$ cat config.mk
export PLATFORM = sky130hd
export DESIGN_NAME = instruction_fetch_pc_control
export DESIGN_NICKNAME = d
export VERILOG_FILES = /design/src/rtl/instruction_fetch_pc_control_pkg.sv /design/src/rtl/instruction_fetch_pc_control_adder_signed.sv /design/src/rtl/instruction_fetch_pc_control.sv
export SDC_FILE = /design/constraint.sdc
export NUM_CORES = 1
export LEC_CHECK = 0
export ABC_CLOCK_PERIOD_IN_PS = 1300
export CAP_MARGIN = 15
export CORE_MARGIN = 4
export CORE_UTILIZATION = 42
export CTS_BUF_LIST = sky130_fd_sc_hd__clkbuf_8
export CTS_CLUSTER_SIZE = 8
export DETAILED_ROUTE_END_ITERATION = 12
export GPL_TIMING_DRIVEN = 1
export MAX_ROUTING_LAYER = met4
export PLACE_DENSITY_LB_ADDON = 0.08
export REMOVE_ABC_BUFFERS = 1
export SLEW_MARGIN = 20
export SYNTH_ARGS = -nofsm -noshare
export SYNTH_HDL_FRONTEND = slang
export SYNTH_SLANG_ARGS = --single-unit
$ cat constraint.sdc
create_clock -name i_clock -period 1.3 [get_ports i_clock]
set_input_delay 0.13 -clock i_clock [delete_from_list [all_inputs] [get_ports i_clock]]
set_output_delay 0.13 -clock i_clock [all_outputs]
set_load 0.01 [all_outputs]
$ cat src/rtl/instruction_fetch_pc_control_pkg.sv
// Shared definitions for the IF-stage PC / IF-ID controller:
// fetch state encoding, NOP word and default HALT encoding.
package instruction_fetch_pc_control_pkg;

    typedef enum logic [1:0] {
        ST_FLUSH = 2'd0,
        ST_RUN   = 2'd1,
        ST_HALT  = 2'd2
    } fetch_state_t;

    localparam logic [31:0] NOP_INSTRUCCION          = '0;
    localparam logic [31:0] HALT_INSTRUCCION_DEFAULT = 32'hFFFF_FFFF;

endpackage

$ cat src/rtl/instruction_fetch_pc_control_adder_signed.sv
// Fixed-width address adder; the sum wraps modulo 2^N_BITS.
module adder_signed #(
    parameter int unsigned N_BITS = 11
) (
    input  logic [N_BITS-1:0] i_a,
    input  logic [N_BITS-1:0] i_b,
    output logic [N_BITS-1:0] o_sum
);

    assign o_sum = i_a + i_b;

endmodule

$ cat src/rtl/instruction_fetch_pc_control.sv
// IF-stage program counter and IF/ID pipeline register with branch flush,
// hazard stall, debug enable and HALT detection.
module instruction_fetch_pc_control
    import instruction_fetch_pc_control_pkg::*;
#(
    parameter int unsigned                     CANT_BITS_ADDR        = 11,
    parameter int unsigned                     CANT_BITS_INSTRUCCION = 32,
    parameter logic [CANT_BITS_INSTRUCCION-1:0] HALT_INSTRUCCION     =
        CANT_BITS_INSTRUCCION'(HALT_INSTRUCCION_DEFAULT)
) (
    input  logic                             i_clock,
    input  logic                             i_reset,
    input  logic                             i_enable,
    input  logic                             i_stall,
    input  logic                             i_branch_control,
    input  logic [CANT_BITS_ADDR-1:0]        i_branch_dir,
    input  logic [CANT_BITS_INSTRUCCION-1:0] i_instruccion,
    output logic [CANT_BITS_ADDR-1:0]        o_pc,
    output logic                             o_enable_mem,
    output logic [CANT_BITS_INSTRUCCION-1:0] o_instruccion,
    output logic [CANT_BITS_ADDR-1:0]        o_adder_pc,
    output logic                             o_valid,
    output logic                             o_halt
);

    localparam logic [CANT_BITS_ADDR-1:0]        ADDR_ONE = CANT_BITS_ADDR'(1);
    localparam logic [CANT_BITS_INSTRUCCION-1:0] NOP_WORD =
        CANT_BITS_INSTRUCCION'(NOP_INSTRUCCION);

    fetch_state_t                     r_state;
    logic [CANT_BITS_ADDR-1:0]        r_pc;
    logic [CANT_BITS_ADDR-1:0]        r_fetch_pc;
    logic [CANT_BITS_INSTRUCCION-1:0] r_instruccion;
    logic [CANT_BITS_ADDR-1:0]        r_adder_pc;
    logic                             r_valid;

    fetch_state_t                     w_state_next;
    logic [CANT_BITS_ADDR-1:0]        w_pc_next;
    logic [CANT_BITS_ADDR-1:0]        w_fetch_pc_next;
    logic [CANT_BITS_INSTRUCCION-1:0] w_instruccion_next;
    logic [CANT_BITS_ADDR-1:0]        w_adder_pc_next;
    logic                             w_valid_next;

    logic [CANT_BITS_ADDR-1:0]        w_pc_inc;
    logic [CANT_BITS_ADDR-1:0]        w_fetch_pc_inc;
    logic                             w_advance;
    logic                             w_is_halt;

    adder_signed #(
        .N_BITS (CANT_BITS_ADDR)
    ) u_adder_pc (
        .i_a   (r_pc),
        .i_b   (ADDR_ONE),
        .o_sum (w_pc_inc)
    );

    adder_signed #(
        .N_BITS (CANT_BITS_ADDR)
    ) u_adder_fetch_pc (
        .i_a   (r_fetch_pc),
        .i_b   (ADDR_ONE),
        .o_sum (w_fetch_pc_inc)
    );

    assign w_advance = i_enable & ~i_stall & (r_state != ST_HALT);
    assign w_is_halt = (i_instruccion == HALT_INSTRUCCION);

    // Memory must not capture a new address while reset is held.
    assign o_enable_mem  = w_advance & i_reset;
    assign o_pc          = r_pc;
    assign o_instruccion = r_instruccion;
    assign o_adder_pc    = r_adder_pc;
    assign o_valid       = r_valid;
    assign o_halt        = (r_state == ST_HALT);

    always_comb begin
        w_state_next       = r_state;
        w_pc_next          = r_pc;
        w_fetch_pc_next    = r_fetch_pc;
        w_instruccion_next = r_instruccion;
        w_adder_pc_next    = r_adder_pc;
        w_valid_next       = r_valid;

        if (w_advance) begin
            case (r_state)
                ST_FLUSH: begin
                    w_instruccion_next = NOP_WORD;
                    w_adder_pc_next    = '0;
                    w_valid_next       = 1'b0;
                    w_fetch_pc_next    = r_pc;
                    w_pc_next          = w_pc_inc;
                    w_state_next       = ST_RUN;
                end
                ST_RUN: begin
                    if (i_branch_control) begin
                        // Word on i_instruccion is wrong-path; squash it even if it is HALT.
                        w_instruccion_next = NOP_WORD;
                        w_adder_pc_next    = '0;
                        w_valid_next       = 1'b0;
                        w_pc_next          = i_branch_dir;
                        w_state_next       = ST_FLUSH;
                    end else if (w_is_halt) begin
                        w_instruccion_next = i_instruccion;
                        w_adder_pc_next    = w_fetch_pc_inc;
                        w_valid_next       = 1'b1;
                        w_state_next       = ST_HALT;
                    end else begin
                        w_instruccion_next = i_instruccion;
                        w_adder_pc_next    = w_fetch_pc_inc;
                        w_valid_next       = 1'b1;
                        w_fetch_pc_next    = r_pc;
                        w_pc_next          = w_pc_inc;
                    end
                end
                default: ;
            endcase
        end else if (i_enable && (r_state == ST_HALT)) begin
            w_instruccion_next = NOP_WORD;
            w_adder_pc_next    = '0;
            w_valid_next       = 1'b0;
        end
    end

    always_ff @(posedge i_clock or negedge i_reset) begin
        if (!i_reset) begin
            r_state       <= ST_FLUSH;
            r_pc          <= '0;
            r_fetch_pc    <= '0;
            r_instruccion <= '0;
            r_adder_pc    <= '0;
            r_valid       <= 1'b0;
        end else begin
            r_state       <= w_state_next;
            r_pc          <= w_pc_next;
            r_fetch_pc    <= w_fetch_pc_next;
            r_instruccion <= w_instruccion_next;
            r_adder_pc    <= w_adder_pc_next;
            r_valid       <= w_valid_next;
        end
    end

endmodule

==> impl_metrics.toml <==
[status]
run_status = "complete, but fails checks"
failed_checks = "hold timing, setup timing"

[die]
die_w_um = 93.0
io_pins = 105
num_rows = 30
die_h_um = 93.0
dieArea_um2 = 8640
core_region_area_um2 = 6910
initial_utilization_pct = 43.9

[synthesis]
synth_cell_types = 40
ys_ff_latch = 68
synthCells = 265
synth.yosys.seq_area_share_pct = 56.1
yosys-top-cells-area = "dfrtp_1 56%, a22o_1 9.5%, mux2_4 4.5%"
syn_area_per_cell_um2 = 11.4
async_reset_ff_share_pct = 100
synth_top_area_share_pct = 56.1
yosys_warnings = 0
yosysMostFrequentCell = "dfrtp_1"
synth_area_um2 = 3030
yosys.area.top_type = "dfrtp_1"
synth_edf_count = 0
synth.top_cells.by_count = "68 x dfrtp_1, 33 x a22o_1, 23 x nand2_1, 17 x a21oi_1, 13 x nand3_1"
synth-main-ff-cell = "dfrtp_1"

[sta]
rsz0062_at_grt = "yes"
setup_ws_ps = -205
final.setup.tns_ps = -10260
hold_viol_final = 4
final_max_slew_viol_count = 0
skew_ps = 8.20
worstMarginPinSlew_ps = 856
finalCritPeriodShare_pct = 116
fmax_mhz = 664
timing.hold.ws_ps = -2.77
min_period_ps = 1510
maxSlewHeadroom_pct = 43.0
finalSetupViolations = 68

[setup_path]
crit_slowest_cell = "dfrtp_1"
cp_data_required_time_ps = 1530
arrival_ps = 1730
r2r-start = "r_state[1]"
crit_family = "flip-flops"
reg2reg_to = "r_fetch_pc[0]"
end_kind = "flop"
critPathLaunchType = "flop"
worstRegToRegCells = 5
path_buf_inv = 2
cp_max_fo = 6
path_cells = "nand2b_4, o21ai_2, buf_4, buf_12, mux2_4"
reg2reg_slack_ps = -210
path_class = "flop to flop"
cp_slowest_stage_delay_ps = 430

[cts]
clk_pin_slew_worst_paths_ps = 70
ctsLongestPathBuffers = 2
cts_tree = "built"
cts.sinks = 68
h-tree-depth = 3
cts_inserted_buffers = 9
insertion_delay_ps = 340
cts_root_buf = "clkbuf_8"

[global_route]
grt_antenna_before_repair = 0
grt_overflow_total = 0
grt_pass1_wl_mm = 15.5
grt_pass1_vias = 3076
grt_usage_pct = 23.5
grt_max_degree = 69

[pwr]
internal-power_mw = 5.99
vdd_drop_max_v = 0.000946
sequentialPowerShare_pct = 34.6
powerDensity_nw_per_um2 = 1660
clkPwrFrac_pct = 24.1
swShare_pct = 32.9
pwr-share-comb_pct = 41.3
power_leakage_nw = 2.67
p_switching_mw = 2.94

[layout]
fin_area_um2 = 5380
fin_nets = 498
fillCellCount = 474
layout-drive-gt1-share_pct = 40.8
area_growth_pct = 77.3
n_antenna_cell = 0
fin_cells = 549

[route]
drtAntennaViolNets = 0
num_vias = 2907
drt_iter0_markers = 143
dr.pass1.iters = 5
viasPerCell = 5.30
wirelength_mm = 9.61
avgRoutedWirePerCell_um = 17.5
drc = 0

[run]
cap_violations = 0

[placement]
dp_hpwl_mm = 5.65
dp.cells = 505
post_dp_cell_area_um2 = 4570
gp_congestion = 0.768
io_buffers = 104

[min_path]
hp-class = "input port to asynchronous set/reset pin"
## worst register-to-register path, cell delays in order, from the launching register on
cell and delay (ps):
dfrtp_1 430, nand2b_4 210, o21ai_2 190, buf_4 140, buf_12 120, mux2_4 290
## layout by cell type, fill, tap and decap left out, types with 4 or more instances in the layout
cell type        count
dfrtp_1             67
dlygate4sd2_1       64
buf_4               50
a22o_1              33
buf_6               24
clkdlybuf4s50_1     13
clkdlybuf4s15_1     13
a21oi_1             12
nand2_2             11
mux2_4              11
clkbuf_8            10
o21ai_1              9
o21ai_2              9
nand3_1              8
buf_2                8
nand2_1              7
nand4_1              7
nor2_1               6
xor2_1               5
nand2_4              5
inv_1                5
a21oi_2              5
buf_16               5
nor2_4               4
and3_1               4
xnor2_1              4
nand3_2              4
o22ai_2              4
clkbuf_2             4
## timing repair
item                       CTS  global route
hold buffers                 0             0
buffers inserted            17             4
resized for setup          211            44
pin swaps                   53            14
setup endpoints to repair  125            75
gates cloned                10             1
## area by class of cell
type,count,area (um2),share of cell area (%)
repair buffers,185,1740,32.3
flip-flops and latches,68,1700,31.7
multi-input cells,179,1550,28.8
clock buffers,10,138,2.56
well taps,96,120,2.23
clock inverters,6,111,2.07
inverters,5,18.8,0.349
## registers in the layout (all words and copies together), names as in the netlist
signal	count
r_state	2
o_valid	1
o_adder_pc	11
r_fetch_pc	11
o_pc	11
o_instruccion	32
## power groups by stage
stage	sequential [mW]	clock, mW	combinational [mW]
floorplan	3.26	0	1.16
global placement	3.10	0	3.00
detailed placement	3.12	0	3.05
CTS	3.04	2.18	3.38
global route	3.17	2.28	3.99
finish	3.09	2.15	3.69
## through the flow
stage	power [mW]	utilization [%]	worst slack, ps	hold slack, ps
after CTS	8.60	76.0	-159	17.9
after global placement	6.10	66.2	-746	416
final	8.93	77.8	-205	-2.77
after global routing	9.44	77.8	-269	33.2
after detailed placement	6.17	66.2	-781	417
after floorplan	4.41	-	-1360	-166
## cell families (layout without fill, tap and decap cells)
logic type                 count (synthesis)  count (layout)  synth area share, %
DFF                                       68              68                 56.1
buffers and inverters                     18             206                 2.81
and+or+nand+nor                           74              74                 13.2
AOI/OAI and AO/OA                         81              81                 18.6
adders and majority gates                  2               2                0.825
muxes                                     13              13                 5.86
xor gates and xnor gates                   9               9                 2.60
## how the worst max path moves through the flow
stage | startpoint | end | slack [ps] | depth (start not counted)
final | r_state[1] | r_fetch_pc[0] | -210 | 5
after global routing | r_state[1] | o_adder_pc[10] | -270 | 7
after CTS | r_state[1] | r_fetch_pc[0] | -160 | 5
after detailed placement | i_instruccion[5] | r_fetch_pc[0] | -780 | 7
after global placement | i_instruccion[31] | r_fetch_pc[10] | -750 | 7
after floorplan | r_state[1] | o_adder_pc[1] | -1360 | 3
## per-layer routing
layer,wire [um],global-route usage [%],up-vias
met5,0,-,-
met4,97,7.57,0
met3,470,4.26,8
met2,4870,38.0,87
met1,4170,30.2,1458
li1,-,-,1354
Power figures use the tool's default switching activity.
